--- src/rtl/mem_access_unit.sv ---
// mem_access_unit: MEM-stage controller. Runs each load/store as a req/ack
// transaction against a variable-latency data memory, stalls the front of
// the pipeline while the access is outstanding, and fills the MEM/WB register.
module mem_access_unit #(
    parameter int TIMEOUT = 16
) (
    input  logic        clock,
    input  logic        resetn,
    input  logic        iRegWrite,
    input  logic        iMemRead,
    input  logic        iMemWrite,
    input  logic        iMemToReg,
    input  logic [4:0]  iRegDest,
    input  logic [31:0] iResult,
    input  logic [31:0] iB,
    input  logic [31:0] iPC,
    input  logic [31:0] iIR,
    input  logic [31:0] iRdata,
    input  logic        iAck,
    output logic        oReq,
    output logic        oWe,
    output logic [31:0] oAddr,
    output logic [31:0] oWdata,
    output logic        oStall,
    output logic        oRegWrite,
    output logic        oMemToReg,
    output logic [4:0]  oRegDest,
    output logic [31:0] oResult,
    output logic [31:0] oReadData,
    output logic [31:0] oPC,
    output logic [31:0] oIR,
    output logic        oErr,
    output logic [1:0]  oErrCode
);

    typedef enum logic [1:0] {IDLE, BUSY, COMPLETE} state_t;

    state_t      state, nextState;
    logic [7:0]  count;
    logic [31:0] capData;
    logic        timedOut;
    logic        memop, mis, startReq, ackHit, toHit;

    assign memop    = iMemRead | iMemWrite;
    assign mis      = memop & (iResult[1:0] != 2'b00);
    assign startReq = (state == IDLE) & memop & ~mis;
    // ack has priority over a timeout landing in the same cycle
    assign ackHit   = (state == BUSY) & iAck;
    assign toHit    = (state == BUSY) & ~iAck & (count == 8'(TIMEOUT - 1));

    // state register
    always_ff @(posedge clock or negedge resetn) begin
        if (!resetn) state <= IDLE;
        else         state <= nextState;
    end

    // next-state logic
    always_comb begin
        nextState = state;
        case (state)
            IDLE:     if (startReq) nextState = BUSY;
            BUSY:     if (ackHit || toHit) nextState = COMPLETE;
            COMPLETE: nextState = IDLE;
            default:  nextState = IDLE;
        endcase
    end

    // stall covers the request-issue cycle and every BUSY cycle
    always_comb begin
        oStall = startReq | (state == BUSY);
    end

    // memory request, timeout counter and captured read data
    always_ff @(posedge clock or negedge resetn) begin
        if (!resetn) begin
            oReq     <= 1'b0;
            oWe      <= 1'b0;
            oAddr    <= '0;
            oWdata   <= '0;
            count    <= '0;
            capData  <= '0;
            timedOut <= 1'b0;
        end else if (startReq) begin
            oReq     <= 1'b1;
            oWe      <= iMemWrite;
            oAddr    <= iResult;
            oWdata   <= iB;
            count    <= '0;
            timedOut <= 1'b0;
        end else if (ackHit) begin
            oReq    <= 1'b0;
            capData <= oWe ? 32'h0 : iRdata;
        end else if (toHit) begin
            oReq     <= 1'b0;
            capData  <= '0;
            timedOut <= 1'b1;
        end else if (state == BUSY) begin
            count <= count + 8'd1;
        end
    end

    // MEM/WB register: load when not stalled, otherwise insert a bubble
    always_ff @(posedge clock or negedge resetn) begin
        if (!resetn) begin
            oRegWrite <= 1'b0;
            oMemToReg <= 1'b0;
            oRegDest  <= '0;
            oResult   <= '0;
            oReadData <= '0;
            oPC       <= '0;
            oIR       <= '0;
        end else if (!oStall) begin
            oRegWrite <= iRegWrite & ~mis & ~((state == COMPLETE) & timedOut);
            oMemToReg <= iMemToReg;
            oRegDest  <= iRegDest;
            oResult   <= iResult;
            oReadData <= (state == COMPLETE) ? capData : 32'h0;
            oPC       <= iPC;
            oIR       <= iIR;
        end else begin
            oRegWrite <= 1'b0;
            oMemToReg <= 1'b0;
        end
    end

    // sticky error flag; the code records only the first error
    always_ff @(posedge clock or negedge resetn) begin
        if (!resetn) begin
            oErr     <= 1'b0;
            oErrCode <= 2'b00;
        end else if ((state == IDLE) && mis) begin
            oErr <= 1'b1;
            if (!oErr) oErrCode <= 2'b01;
        end else if (toHit) begin
            oErr <= 1'b1;
            if (!oErr) oErrCode <= 2'b10;
        end
    end

endmodule
--- config.mk ---
export PLATFORM = sky130hd
export DESIGN_NAME = mem_access_unit
export DESIGN_NICKNAME = d
export VERILOG_FILES = /design/src/rtl/mem_access_unit.sv
export SDC_FILE = /design/constraint.sdc
export NUM_CORES = 1
export LEC_CHECK = 0
export CAP_MARGIN = 20
export CORE_AREA = 2 2 145 147
export DETAILED_ROUTE_END_ITERATION = 12
export DIE_AREA = 0 0 147 149
export GPL_ROUTABILITY_DRIVEN = 0
export PLACE_DENSITY = 0.84
export SKIP_LAST_GASP = 1
export SLEW_MARGIN = 10
export SYNTH_ARGS = -nofsm -noshare
export SYNTH_HDL_FRONTEND = slang
export SYNTH_SLANG_ARGS = --single-unit
--- constraint.sdc ---
create_clock -name clock -period 3.9 [get_ports clock]
set_clock_uncertainty 0.05 [all_clocks]
set_input_delay 0.39 -clock clock [delete_from_list [all_inputs] [get_ports clock]]
set_output_delay 0.39 -clock clock [all_outputs]
set_load 0.01 [all_outputs]
* After elaboration in Yosys (flattened, before gate mapping)
Index checks and enable logic that the tools add are counted. W data, S select, Z words.
Storage, ports and cells: register bits 247, input port bits 172, logic and storage cells 80
Cells by class: add/sub/neg operators 1, equal/unequal tests 9, muxes and demuxes 24, bitwise logic cells 15, reductions and logical operators 14
Operators with widths (count):
- $mux W32 | 4
- $mux W8 | 4
- $mux W2 | 6
- $ne A2 B2 Y1 const B | 6
- $reduce_bool A2 Y1 | 5
- $and A1 B1 Y1 | 9
- $mux W1 | 9
- $add A8 B1 Y8 const B | 1
- $eq A8 B4 Y1 const B | 1
- $reduce_and A2 Y1 | 3
- $reduce_and A3 Y1 | 2
- $not A1 Y1 | 4
- $pmux W2 S2 | 1
- $reduce_bool A3 Y1 | 1
- $eq A2 B1 Y1 const B | 1
- $eq A2 B2 Y1 const B | 1
- $logic_not A2 Y1 | 1
- $or A1 B1 Y1 | 2
- $logic_and A1 B1 Y1 | 1
- $logic_or A1 B1 Y1 | 1

* Longest topological paths before layout
Gate-level depths: netlist of the first run.
word-level depth 6, depth in mapped cells 7

* Worst setup path after synthesis of the first run
OpenSTA, ideal clock, no wires.
kind register to register, start point reg count[5], end point reg capData[23], setup time 121 ps, data arrival time 1488 ps, setup slack 2241 ps, cell stages (with the launch flop) 6, path buffers 1, path through dfrtp_1 > or4_4 > nor2_2 > o21ai_2 > buf_6 > a22o_1
On the way: cells in the longest elaborated chain, start to end 4
Ends and longest elaborated chain:
- start, declared | RTL line 39 | logic [7:0] count;
- start signal, assigned | RTL line 98 | count <= count + 8'd1;
- $eq A8 B4 Y1 | RTL line 49 | assign toHit = (state == BUSY) & ~iAck & (count == 8'(TIMEOUT - 1));
- $and A1 B1 Y1 | RTL line 49
- $reduce_bool A2 Y1 (no source line)
- $reduce_and A2 Y1 (no source line)
- end signal, assigned | RTL line 92 | capData <= oWe ? 32'h0 : iRdata;
- end, declared | RTL line 40 | logic [31:0] capData;
Every way passes these cells. A chain may end at the register's enable or synchronous reset.

* Worst setup path after layout of the first run
start point in iMemWrite, end point out oStall
On the way: cells in the longest elaborated chain, start to end 5
Ends and longest elaborated chain:
- start, declared | RTL line 11 | input logic iMemWrite,
- $or A1 B1 Y1 * | RTL line 44 | assign memop = iMemRead | iMemWrite;
- $and A1 B1 Y1 | RTL line 45 | assign mis = memop & (iResult[1:0] != 2'b00);
- $not A1 Y1 | RTL line 46 | assign startReq = (state == IDLE) & memop & ~mis;
- $and A1 B1 Y1 * | RTL line 46
- $or A1 B1 Y1 * | RTL line 70 | oStall = startReq | (state == BUSY);
- end, declared | RTL line 24 | output logic oStall,
Mark *: on every way between the ends. The rest lies on a longest branch, timed or not.

==> impl_metrics.sql, run 1 <==
INSERT INTO impl_metrics (metric_group, metric, value, unit) VALUES
('worst_setup_path', 'worstPathArrival', '2.14', 'ns'),
('detailed_routing', 'wl_per_cell', '18.66', 'um'),
('logic_synthesis', 'ys_seq_area_share', '67.22', '%'),
('sta', 'timing.setup.tns', '0', 'ns'),
('clock_tree', 'clockBufferDepth', '3', ''),
('logic_synthesis', 'synthCells', '704', ''),
('pwr', 'power.density_cell_area', '533.8', 'nW/um^2'),
('grt', 'globalRoute.totalOverflow', '0', ''),
('floorplan', 'core.rowCount', '53', ''),
('clock_tree', 'htree_num_levels', '1', ''),
('finish', 'layout.nets', '1251', ''),
('clock_tree', 'holdBufCountCts', '1', ''),
('finish', 'most-common-layout-cells', '375 x sky130_fd_sc_hd__clkdlybuf4s50_1, 247 x sky130_fd_sc_hd__dfrtp_1, 195 x sky130_fd_sc_hd__nand2_1, 101 x sky130_fd_sc_hd__mux2_2, 61 x sky130_fd_sc_hd__a22o_1', ''),
('detailed_routing', 'number_of_design_rule_violations_left_by_the_first_detailed_router_iteration', '245', ''),
('detailed_routing', 'detailroute.via_count', '6916', ''),
('floorplan', 'die_area', '21900', 'sq um'),
('worst_setup_path', 'worst-path-max-fanout', '5', ''),
('grt', 'global_route.usage.total', '22.88', '%'),
('finish', 'layout.filler_cells', '1481', ''),
('detailed_routing', 'post-route-drc-count', '0', ''),
('clock_tree', 'cts_setup_buffers', '0', ''),
('logic_synthesis', 'avgSynthCellArea', '13.06', 'sq um'),
('logic_synthesis', 'synth_nets', '877', ''),
('clock_tree', 'clkSinkCount', '247', ''),
('sta', 'final_period_minus_worst_setup_slack', '2.585', 'ns'),
('worst_setup_path', 'critPathRequiredTime', '3.46', 'ns'),
('finish', 'regArea', '6181', 'sq um'),
('sta', 'timing.max_slew.rel_slack', '41.74', '%'),
('floorplan', 'core_area', '20560', 'sq um'),
('finish', 'area_growth', '52.61', '%'),
('sta', 'hold_violation_count_in_the_final_report', '0', ''),
('logic_synthesis', 'ys_ff_latch', '247', ''),
('sta', 'setup_viol', '0', ''),
('detailed_routing', 'detail_route.vias_per_cell', '5.041', ''),
('place', 'number_of_input_and_output_port_buffers_inserted', '376', ''),
('logic_synthesis', 'synth.distinct_cells', '35', ''),
('clock_tree', 'count_of_instances_resized_after_the_clock_tree_is_built', '0', ''),
('min_path', 'worst_hold_path_type', 'primary input to register', ''),
('place', 'dp.final_hpwl', '17710', 'um'),
('detailed_routing', 'drt_pass1_iterations', '4', ''),
('finish', 'layout.cells.most_common', 'sky130_fd_sc_hd__clkdlybuf4s50_1', ''),
('worst_setup_path', 'worstSetupPathType', 'primary input to primary output', ''),
('grt', 'number_of_antenna_violations_at_the_first_check_in_global_routing', '0', ''),
('sta', 'postLayoutSetupSlackWorst', '1.315', 'ns'),
('detailed_routing', 'final_antenna_net_count', '0', ''),
('pwr', 'static-leakage-power', '6.298', 'nW'),
('grt', 'grt_start_max_net_pins', '109', ''),
('sta', 'rsz0062_at_grt', 'false', ''),
('grt', 'first_pass_grt_wire_length', '39650', 'um'),
('detailed_routing', 'wirelength', '25600', 'um'),
('worst_setup_path', 'worstSetupEndpointType', 'primary output', ''),
('clock_tree', 'clk_pin_slew', '0.07', 'ns'),
('sta', 'max_freq', '0.3869', 'GHz'),
('place', 'place_worst_setup_slack', '1.207', 'ns'),
('clock_tree', 'clock_tree.root_cell', 'sky130_fd_sc_hd__clkbuf_16', ''),
('logic_synthesis', 'synthesis_warnings', '0', ''),
('sta', 'tightest_slew', '0.8706', 'ns'),
('floorplan', 'start_util', '44.73', '%'),
('pwr', 'irDropWorstVdd', '418.8', 'uV'),
('grt', 'number_of_global_route_vias_before_repair', '7194', ''),
('floorplan', 'die_height', '149', 'um'),
('floorplan', 'die_width', '147', 'um'),
('worst_setup_path', 'crit_path_start_kind', 'primary input', ''),
('pwr', 'report.power.total', '0.007491', 'W'),
('sta', 'hold-worst-slack', '0.3533', 'ns'),
('clock_tree', 'tritoncts', 'built', ''),
('floorplan', 'design.portCount', '377', ''),
('sta', 'pins_over_their_slew_limit', '0', ''),
('finish', 'drive_gt1_share', '15.16', '%'),
('status', 'run_status', 'complete, no violations', ''),
('job', 'maxCapViolations', '0', ''),
('clock_tree', 'tritoncts.num_buffers', '25', ''),
('sta', 'finalCritPeriodShare', '66.28', '%'),
('logic_synthesis', 'syn_area', '9195', 'sq um'),
('finish', 'multiInputGateArea', '2814', 'sq um'),
('clock_tree', 'clkLatencyLatePin', '0.50', 'ns');
## cells in the mapped netlist, drive strengths merged
master	instances	area (sq um)
o31ai	3	22.52
nor3b	1	12.51
and2	2	12.51
or3	1	6.260
o22ai	3	18.77
nand2	195	732.0
dfrtp	247	6181
and3	1	7.510
mux2	101	1137
nor3	2	10.01
mux2i	2	20.02
buf	31	178.9
o211ai	3	22.52
ha	1	12.51
or4	1	11.26
clkbuf	9	33.78
a22o	65	574.3
o21a	3	22.52
inv	5	18.77
nand3	8	40.04
and4	1	8.760
nand2b	1	6.260
o21ai	6	33.78
o22a	1	8.760
a21oi	2	10.01
nor2	5	21.27
nor4	2	18.77
nor2b	2	12.51
## flip-flops by register name, summed over array words and instances (netlist names)
signal,count
oWe,1
count,8
oPC,32
oReq,1
oMemToReg,1
oAddr,32
capData,32
oErr,1
oRegWrite,1
oRegDest,5
oWdata,32
state,2
oErrCode,2
oReadData,32
timedOut,1
oIR,32
oResult,32
## per-stage QoR
step	util [%]	instances	cell area (sq um)
6_report	68.26	1372	14030
2_1_floorplan	-	704	9195
5_1_grt	68.23	1370	14030
4_1_cts	68.23	1370	14030
3_3_place_gp	64.40	1325	13240
3_5_place_dp	64.40	1325	13240
## layer usage
layer  global-route usage [%]  vias up  wire, um  part of all wire (%)
met5                        0        -         0                     0
met4                    8.462        0       953                   3.7
met3                    7.431       69      2181                   8.5
met2                    38.62      292     12560                    49
met1                    27.71     3398      9908                    39
li1                         -     3157         -                     -
## worst paths after layout
path	start	end	slack (ns)	depth (start not counted)
max in group asynchronous	resetn	oWdata[3]	2.36	3
max reg2reg	state[1]	oAddr[21]	1.61	5
max	iMemWrite	oStall	1.32	4
min in group asynchronous	resetn	oReadData[5]	0.44	2
min	iB[28]	oWdata[28]	0.35	3
min reg2reg	oWdata[8]	oWdata[8]	0.42	2
## layout make-up
cell class	instances	share of cell area (%)
inverters	5	0.1337
flip-flops and latches	247	44.05
well taps	275	2.452
repair buffers	387	27.73
multi-input cells	412	20.05
clock buffers	36	5.181
diodes	2	0.03567
clock inverters	8	0.3656
## logic make-up after synthesis
family                   synth area share, %
flip-flops                             67.22
buffers and inverters                  2.517
adder cells (fa/ha/maj)               0.1361
multiplexers                           12.59
AO/OA/AOI/OAI                          7.756
AND/OR/NAND/NOR                        9.784
## critical path, cell delays in order
cell                              delay, ns
sky130_fd_sc_hd__clkdlybuf4s50_1       0.60
sky130_fd_sc_hd__o21ai_0               0.26
sky130_fd_sc_hd__a21oi_4               0.26
sky130_fd_sc_hd__clkdlybuf4s50_1       0.63
## where the power goes
part / leakage (nW) / internal (W) / switching (W)
combinational: 2.84 / 0.00111 / 0.000785
sequential: 3.07 / 0.00304 / 0.000274
clock: 0.389 / 0.00129 / 0.000986
total: 6.30 / 0.00545 / 0.00204
Note: power is estimated with default switching activity, not from simulation.
==> run 2: changes to the inputs <==
CORE_AREA = unset   (was 2 2 145 147)
CORE_MARGIN = 1   (was unset)
CORE_UTILIZATION = 39   (was unset)
DIE_AREA = unset   (was 0 0 147 149)
PLACE_DENSITY = 0.77   (was 0.84)
clock period = 2.3 ns   (was 3.9 ns; I/O delays follow)
==> run 2 against run 1 <==
Clock power is 86% higher. Die area rose by 10%. Highest routed layer unchanged. Non-clock buffer count is 15 higher. Critical path type is now register to register. Design area is 2.9% higher. First-iteration DRC count down 1.2%. Largest cell class unchanged. Via count shrank 0.53%. Global-route usage fell by 2.2 points.
==> impl_metrics.sql, run 2 (same netlist as run 1, synthesis figures left out) <==
INSERT INTO impl_metrics (metric_group, metric, value, unit) VALUES
('status', 'run_status', 'complete, no violations', ''),
('clock_tree', 'tritoncts', 'built', ''),
('place', 'number_of_input_and_output_port_buffers_inserted', '376', ''),
('grt', 'first_pass_grt_wire_length', '39270', 'um'),
('floorplan', 'die_height', '155.6', 'um'),
('worst_setup_path', 'critical_path_cell_by_cell', 'ha_1, nand3_1, nor2_2, o21ai_4, a22o_1', ''),
('pwr', 'power.density_cell_area', '908.0', 'nW/um^2'),
('finish', 'layout.filler_cells', '1798', ''),
('worst_setup_path', 'ff2ff_path_depth', '5', ''),
('worst_setup_path', 'cp_slowest_cell', 'sky130_fd_sc_hd__o21ai_4', ''),
('finish', 'num_antenna_cells', '0', ''),
('sta', 'finalCritPeriodShare', '86.41', '%'),
('sta', 'setup_viol', '0', ''),
('place', 'dp.final_hpwl', '17610', 'um'),
('clock_tree', 'cts_setup_buffers', '0', ''),
('finish', 'drive_gt1_share', '16.44', '%'),
('sta', 'timing.max_slew.rel_slack', '34.66', '%'),
('min_path', 'hold_depth', '3', ''),
('worst_setup_path', 'crit-reg2reg-launch', 'count[0]', ''),
('min_path', 'timing.hold.worst.start', 'iB[20]', ''),
('detailed_routing', 'final_antenna_net_count', '0', ''),
('finish', 'most-common-layout-cells', '374 x sky130_fd_sc_hd__clkdlybuf4s50_1, 247 x sky130_fd_sc_hd__dfrtp_1, 195 x sky130_fd_sc_hd__nand2_1, 101 x sky130_fd_sc_hd__mux2_2, 61 x sky130_fd_sc_hd__a22o_1', ''),
('sta', 'pins_over_their_slew_limit', '0', ''),
('grt', 'global_route.usage.total', '20.65', '%'),
('detailed_routing', 'post-route-drc-count', '0', ''),
('floorplan', 'die_width', '155.6', 'um'),
('job', 'maxCapViolations', '0', ''),
('sta', 'rsz0062_at_grt', 'false', ''),
('grt', 'grt_start_max_net_pins', '72', ''),
('detailed_routing', 'drt_pass1_iterations', '4', ''),
('worst_setup_path', 'critPathRequiredTime', '2.69', 'ns'),
('grt', 'number_of_global_route_vias_before_repair', '7351', ''),
('sta', 'hold_violation_count_in_the_final_report', '0', ''),
('clock_tree', 'clk_pin_slew', '0.06', 'ns'),
('worst_setup_path', 'r2r_setup_slk', '0.31', 'ns'),
('clock_tree', 'htree_num_levels', '1', ''),
('finish', 'area_growth', '57.04', '%'),
('sta', 'max_freq', '0.5032', 'GHz'),
('detailed_routing', 'wl_per_cell', '17.48', 'um'),
('grt', 'globalRoute.totalOverflow', '0', ''),
('finish', 'fin_util', '63.20', '%'),
('pwr', 'static-leakage-power', '6.476', 'nW'),
('detailed_routing', 'detailroute.via_count', '6879', ''),
('worst_setup_path', 'worstSetupPathType', 'register to register', ''),
('detailed_routing', 'detail_route.vias_per_cell', '4.824', ''),
('worst_setup_path', 'reg2reg_to', 'capData[18]', ''),
('clock_tree', 'clkSinkCount', '247', ''),
('clock_tree', 'clockBufferDepth', '3', ''),
('sta', 'final_period_minus_worst_setup_slack', '1.987', 'ns'),
('worst_setup_path', 'worstSetupEndpointType', 'register', ''),
('pwr', 'irDropWorstVdd', '713.0', 'uV'),
('floorplan', 'core_area', '22850', 'sq um'),
('finish', 'layout.cells.most_common', 'sky130_fd_sc_hd__clkdlybuf4s50_1', ''),
('detailed_routing', 'wirelength', '24920', 'um'),
('finish', 'layout.nets', '1268', ''),
('floorplan', 'design.portCount', '377', ''),
('grt', 'number_of_antenna_violations_at_the_first_check_in_global_routing', '0', ''),
('worst_setup_path', 'crit_path_start_kind', 'register', ''),
('floorplan', 'start_util', '40.25', '%'),
('min_path', 'worst_hold_path_type', 'primary input to register', ''),
('worst_setup_path', 'cp_slowest_stage_delay', '0.75', 'ns'),
('min_path', 'hold-path-endpoint', 'oWdata[20]', ''),
('clock_tree', 'clock_tree.root_cell', 'sky130_fd_sc_hd__clkbuf_16', ''),
('worst_setup_path', 'worstPathArrival', '2.38', 'ns'),
('clock_tree', 'clkLatencyLatePin', '0.52', 'ns'),
('detailed_routing', 'number_of_design_rule_violations_left_by_the_first_detailed_router_iteration', '242', ''),
('worst_setup_path', 'worstPathBufferInverterCount', '0', ''),
('clock_tree', 'tritoncts.num_buffers', '27', ''),
('sta', 'timing.setup.tns', '0', 'ns'),
('sta', 'tightest_slew', '0.9764', 'ns'),
('worst_setup_path', 'worst-path-max-fanout', '34', ''),
('floorplan', 'die_area', '24200', 'sq um'),
('worst_setup_path', 'cp_top_family', 'compound AO/OA/AOI/OAI gates', ''),
('floorplan', 'core.rowCount', '55', '');
[run 2: cell types whose count changed in the layout (fill, tap and decap cells not counted), sizes merged, moves of 2 or more]
cell,previous run,this run
buf,11,26
clkinv,8,2
clkbuf,36,43
diode,2,0
[run 2: layout make-up]
type / instances / area, sq um / share of cell area [%]
Tap cell: 313 / 391.6 / 2.712
Clock inverter: 4 / 47.55 / 0.3293
Clock buffer: 43 / 835.8 / 5.788
Inverter: 5 / 18.77 / 0.1300
Multi-Input combinational cell: 412 / 2821 / 19.54
Sequential cell: 247 / 6181 / 42.80
Timing Repair Buffer: 402 / 4144 / 28.70
[run 2: per-stage QoR]
stage | std cells | hold slack (ns) | cell area [sq um] | setup slack, ns | power [W]
2_1_floorplan | 704 | -0.1156 | 9195 | 0.6407 | 0.006904
3_3_place_gp | 1378 | 0.2070 | 13540 | 0.1278 | 0.008896
3_5_place_dp | 1378 | 0.2071 | 13540 | 0.1372 | 0.008976
4_1_cts | 1426 | 0.1585 | 14440 | 0.02690 | 0.01328
5_1_grt | 1426 | 0.1810 | 14440 | 0.1252 | 0.01375
6_report | 1426 | 0.1846 | 14440 | 0.3126 | 0.01311
[run 2: worst reg2reg max path, cell delays in order, from the launching register on]
cell and delay [ns]:
sky130_fd_sc_hd__dfrtp_1 0.41, sky130_fd_sc_hd__ha_1 0.23, sky130_fd_sc_hd__nand3_1 0.13, sky130_fd_sc_hd__nor2_2 0.07, sky130_fd_sc_hd__o21ai_4 0.75, sky130_fd_sc_hd__a22o_1 0.27
[run 2: per-layer routing]
metal	vias up	routed length, um	global-route usage, %
li1	3190	-	-
met1	3368	9595	24.44
met2	278	12280	35.66
met3	43	2285	6.639
met4	0	767	6.489
met5	-	0	0
[run 2: worst max path at each step]
stage,startpoint,end,slack (ns),cells after the start
global route,count[0],capData[18],0.13,5
detailed placement,iResult[1],oStall,0.14,5
global placement,iResult[1],oStall,0.13,5
floorplan,count[5],capData[23],0.64,5
CTS,state[0],oStall,0.03,3
finish,count[0],capData[18],0.31,5
[run 2: power breakdown]
part / leakage, nW / switching (W) / internal (W) / total (W)
clock: 0.434 / 0.00165 / 0.00257 / 0.00423
combinational: 2.97 / 0.00132 / 0.00196 / 0.00328
sequential: 3.07 / 0.000448 / 0.00516 / 0.00561
total: 6.48 / 0.00342 / 0.00969 / 0.0131
[run 2: timing repair]
item / 4_1_cts / 5_1_grt
endpoints found under the hold margin: 65 / 0
hold buffers: 1 / 0
endpoints found under the setup margin: 0 / 1
gates resized for setup: 0 / 1
==> run 3: changes to the inputs <==
CORE_AREA = 2 2 148 150   (was unset)
CORE_MARGIN = unset   (was 1)
CORE_UTILIZATION = unset   (was 39)
DIE_AREA = 0 0 150 152   (was unset)
DONT_BUFFER_PORTS = 1   (was unset)
PLACE_DENSITY = unset   (was 0.77)
==> run 3 against run 2 <==
The run now ends with hold timing left. Clock power shrank 3%. Die area shrank 5.8%. Maximum frequency shrank 2.7%. First-iteration DRC count grew 12%. Design area shrank 17%. Sequential share of layout area grew 8.5 points. Routed wire length shrank 4.5%. Critical endpoint is now oRegWrite. Highest routed layer unchanged.
==> impl_metrics.sql, run 3 (same netlist as run 1, synthesis figures left out) <==
INSERT INTO impl_metrics (metric_group, metric, value, unit) VALUES
('detailed_routing', 'drt_pass1_iterations', '6', ''),
('sta', 'hold-worst-slack', '-0.6357', 'ns'),
('finish', 'most-common-layout-cells', '247 x sky130_fd_sc_hd__dfrtp_1, 195 x sky130_fd_sc_hd__nand2_1, 171 x sky130_fd_sc_hd__dlygate4sd3_1, 101 x sky130_fd_sc_hd__mux2_2, 61 x sky130_fd_sc_hd__a22o_1', ''),
('finish', 'layout.nets', '1045', ''),
('detailed_routing', 'detailroute.via_count', '6229', ''),
('finish', 'layout.filler_cells', '1657', ''),
('sta', 'postLayoutSetupSlackWorst', '0.2573', 'ns'),
('place', 'dp.final_hpwl', '14290', 'um'),
('clock_tree', 'clkLatencyLatePin', '0.51', 'ns'),
('sta', 'final_period_minus_worst_setup_slack', '2.043', 'ns'),
('place', 'place_worst_setup_slack', '0.3552', 'ns'),
('grt', 'first_pass_grt_wire_length', '37030', 'um'),
('worst_setup_path', 'critPathRequiredTime', '2.63', 'ns'),
('sta', 'setup_viol', '0', ''),
('finish', 'drive_gt1_share', '18.50', '%'),
('pwr', 'irDropWorstVdd', '552.6', 'uV'),
('clock_tree', 'holdBufCountCts', '171', ''),
('clock_tree', 'tritoncts', 'built', ''),
('grt', 'global_route.usage.total', '20.39', '%'),
('clock_tree', 'count_of_instances_resized_after_the_clock_tree_is_built', '0', ''),
('grt', 'grt_start_max_net_pins', '248', ''),
('detailed_routing', 'wirelength', '23790', 'um'),
('pwr', 'static-leakage-power', '5.591', 'nW'),
('sta', 'max_freq', '0.4895', 'GHz'),
('floorplan', 'design.portCount', '377', ''),
('finish', 'area_growth', '31.01', '%'),
('floorplan', 'die_area', '22800', 'sq um'),
('detailed_routing', 'number_of_design_rule_violations_left_by_the_first_detailed_router_iteration', '271', ''),
('worst_setup_path', 'crit_path_start_kind', 'register', ''),
('clock_tree', 'clkSinkCount', '247', ''),
('clock_tree', 'cts_setup_buffers', '0', ''),
('status', 'failing_checks', 'hold timing', ''),
('detailed_routing', 'post-route-drc-count', '0', ''),
('floorplan', 'die_height', '152', 'um'),
('clock_tree', 'clockBufferDepth', '3', ''),
('job', 'maxCapViolations', '0', ''),
('min_path', 'worst_hold_path_type', 'primary input to asynchronous set/reset pin', ''),
('worst_setup_path', 'worstSetupEndpointType', 'register', ''),
('grt', 'number_of_antenna_violations_at_the_first_check_in_global_routing', '0', ''),
('grt', 'number_of_global_route_vias_before_repair', '6812', ''),
('pwr', 'power.density_cell_area', '968.8', 'nW/um^2'),
('floorplan', 'core.rowCount', '54', ''),
('sta', 'rsz0062_at_grt', 'false', ''),
('sta', 'finalCritPeriodShare', '88.82', '%'),
('finish', 'layout.cells.most_common', 'sky130_fd_sc_hd__dfrtp_1', ''),
('worst_setup_path', 'worstSetupPathType', 'register to register', ''),
('sta', 'hold_violation_count_in_the_final_report', '247', ''),
('worst_setup_path', 'setup.worst_path.start', 'state[1]', ''),
('floorplan', 'die_width', '150', 'um'),
('detailed_routing', 'final_antenna_net_count', '0', ''),
('status', 'run_status', 'finished, violations left', ''),
('detailed_routing', 'detail_route.vias_per_cell', '5.315', ''),
('clock_tree', 'tritoncts.num_buffers', '26', ''),
('sta', 'tightest_slew', '0.6559', 'ns'),
('clock_tree', 'clk_pin_slew', '0.06', 'ns'),
('place', 'number_of_input_and_output_port_buffers_inserted', '0', ''),
('detailed_routing', 'wl_per_cell', '20.30', 'um'),
('worst_setup_path', 'worst-path-max-fanout', '33', ''),
('sta', 'timing.setup.tns', '0', 'ns'),
('sta', 'pins_over_their_slew_limit', '0', ''),
('worst_setup_path', 'crit-reg2reg-launch', 'state[1]', ''),
('clock_tree', 'htree_num_levels', '1', ''),
('floorplan', 'core_area', '21350', 'sq um'),
('grt', 'globalRoute.totalOverflow', '0', ''),
('floorplan', 'start_util', '43.07', '%'),
('sta', 'timing.max_slew.rel_slack', '56.27', '%'),
('clock_tree', 'clock_tree.root_cell', 'sky130_fd_sc_hd__clkbuf_16', ''),
('worst_setup_path', 'worstPathArrival', '2.37', 'ns'),
('finish', 'num_antenna_cells', '0', '');
## run 3: cell count changes in the layout (fill, tap and decap cells not counted), moves of 4 or more
cell,delta
sky130_fd_sc_hd__clkdlybuf4s50_1,-374
sky130_fd_sc_hd__dlygate4sd3_1,+170
sky130_fd_sc_hd__buf_12,-10
sky130_fd_sc_hd__clkbuf_8,-7
sky130_fd_sc_hd__buf_4,-6
sky130_fd_sc_hd__clkinv_2,+4
## run 3: layout make-up
type	instances	area (sq um)	share of cell area, %
multi-input combinational	412	2814	23.36
inverter	5	18.77	0.1558
clock buffer	38	747.0	6.201
timing repair buffer	180	1829	15.18
sequential	247	6181	51.31
clock inverter	10	106.4	0.8828
tap	280	350.3	2.908
## run 3: final timing paths
path / endpoint / depth (start not counted) / slack (ns)
max in group asynchronous: oAddr[20] / 0 / 2.48
min in group clock: oAddr[24] / 4 / 0.06
hold reg to reg: oReadData[13] / 1 / 0.44
setup / recovery: oRegWrite / 6 / 0.26
setup reg to reg: oRegWrite / 6 / 0.26
hold / removal: oReadData[16] / 0 / -0.64
## run 3: per-layer routing
metal	share of wire (%)	track usage, %	vias to the layer above
met3	9.0	5.345	39
met5	0	0	-
met4	2.4	6.110	0
met2	51	36.05	320
li1	-	-	2740
met1	37	24.25	3130
## run 3: power breakdown
| part | switching [W] | internal (W) | total, W |
|---|---|---|---|
| clock | 0.00164 | 0.00248 | 0.00412 |
| combinational | 0.000613 | 0.000827 | 0.00144 |
| sequential | 0.000955 | 0.00516 | 0.00611 |
| total | 0.00321 | 0.00846 | 0.0117 |
## run 3: critical path: stages, from the launching register on
cell and delay, ns:
sky130_fd_sc_hd__dfrtp_1 0.53, sky130_fd_sc_hd__nor2b_2 0.20, sky130_fd_sc_hd__buf_4 0.36, sky130_fd_sc_hd__nand2_1 0.10, sky130_fd_sc_hd__nand3_1 0.09, sky130_fd_sc_hd__dlygate4sd3_1 0.54, sky130_fd_sc_hd__nor2_1 0.04
## run 3: through the flow
| step | utilization (%) | cells | total power (W) | instance area, sq um |
|---|---|---|---|---|
| 3_5_place_dp | 44.41 | 953 | 0.007337 | 9482 |
| 6_report | 56.42 | 1172 | 0.01167 | 12050 |
| 3_3_place_gp | 44.41 | 953 | 0.007248 | 9482 |
| 2_1_floorplan | - | 704 | 0.006904 | 9195 |
| 5_1_grt | 56.42 | 1172 | 0.01221 | 12050 |
| 4_1_cts | 56.42 | 1172 | 0.01175 | 12050 |
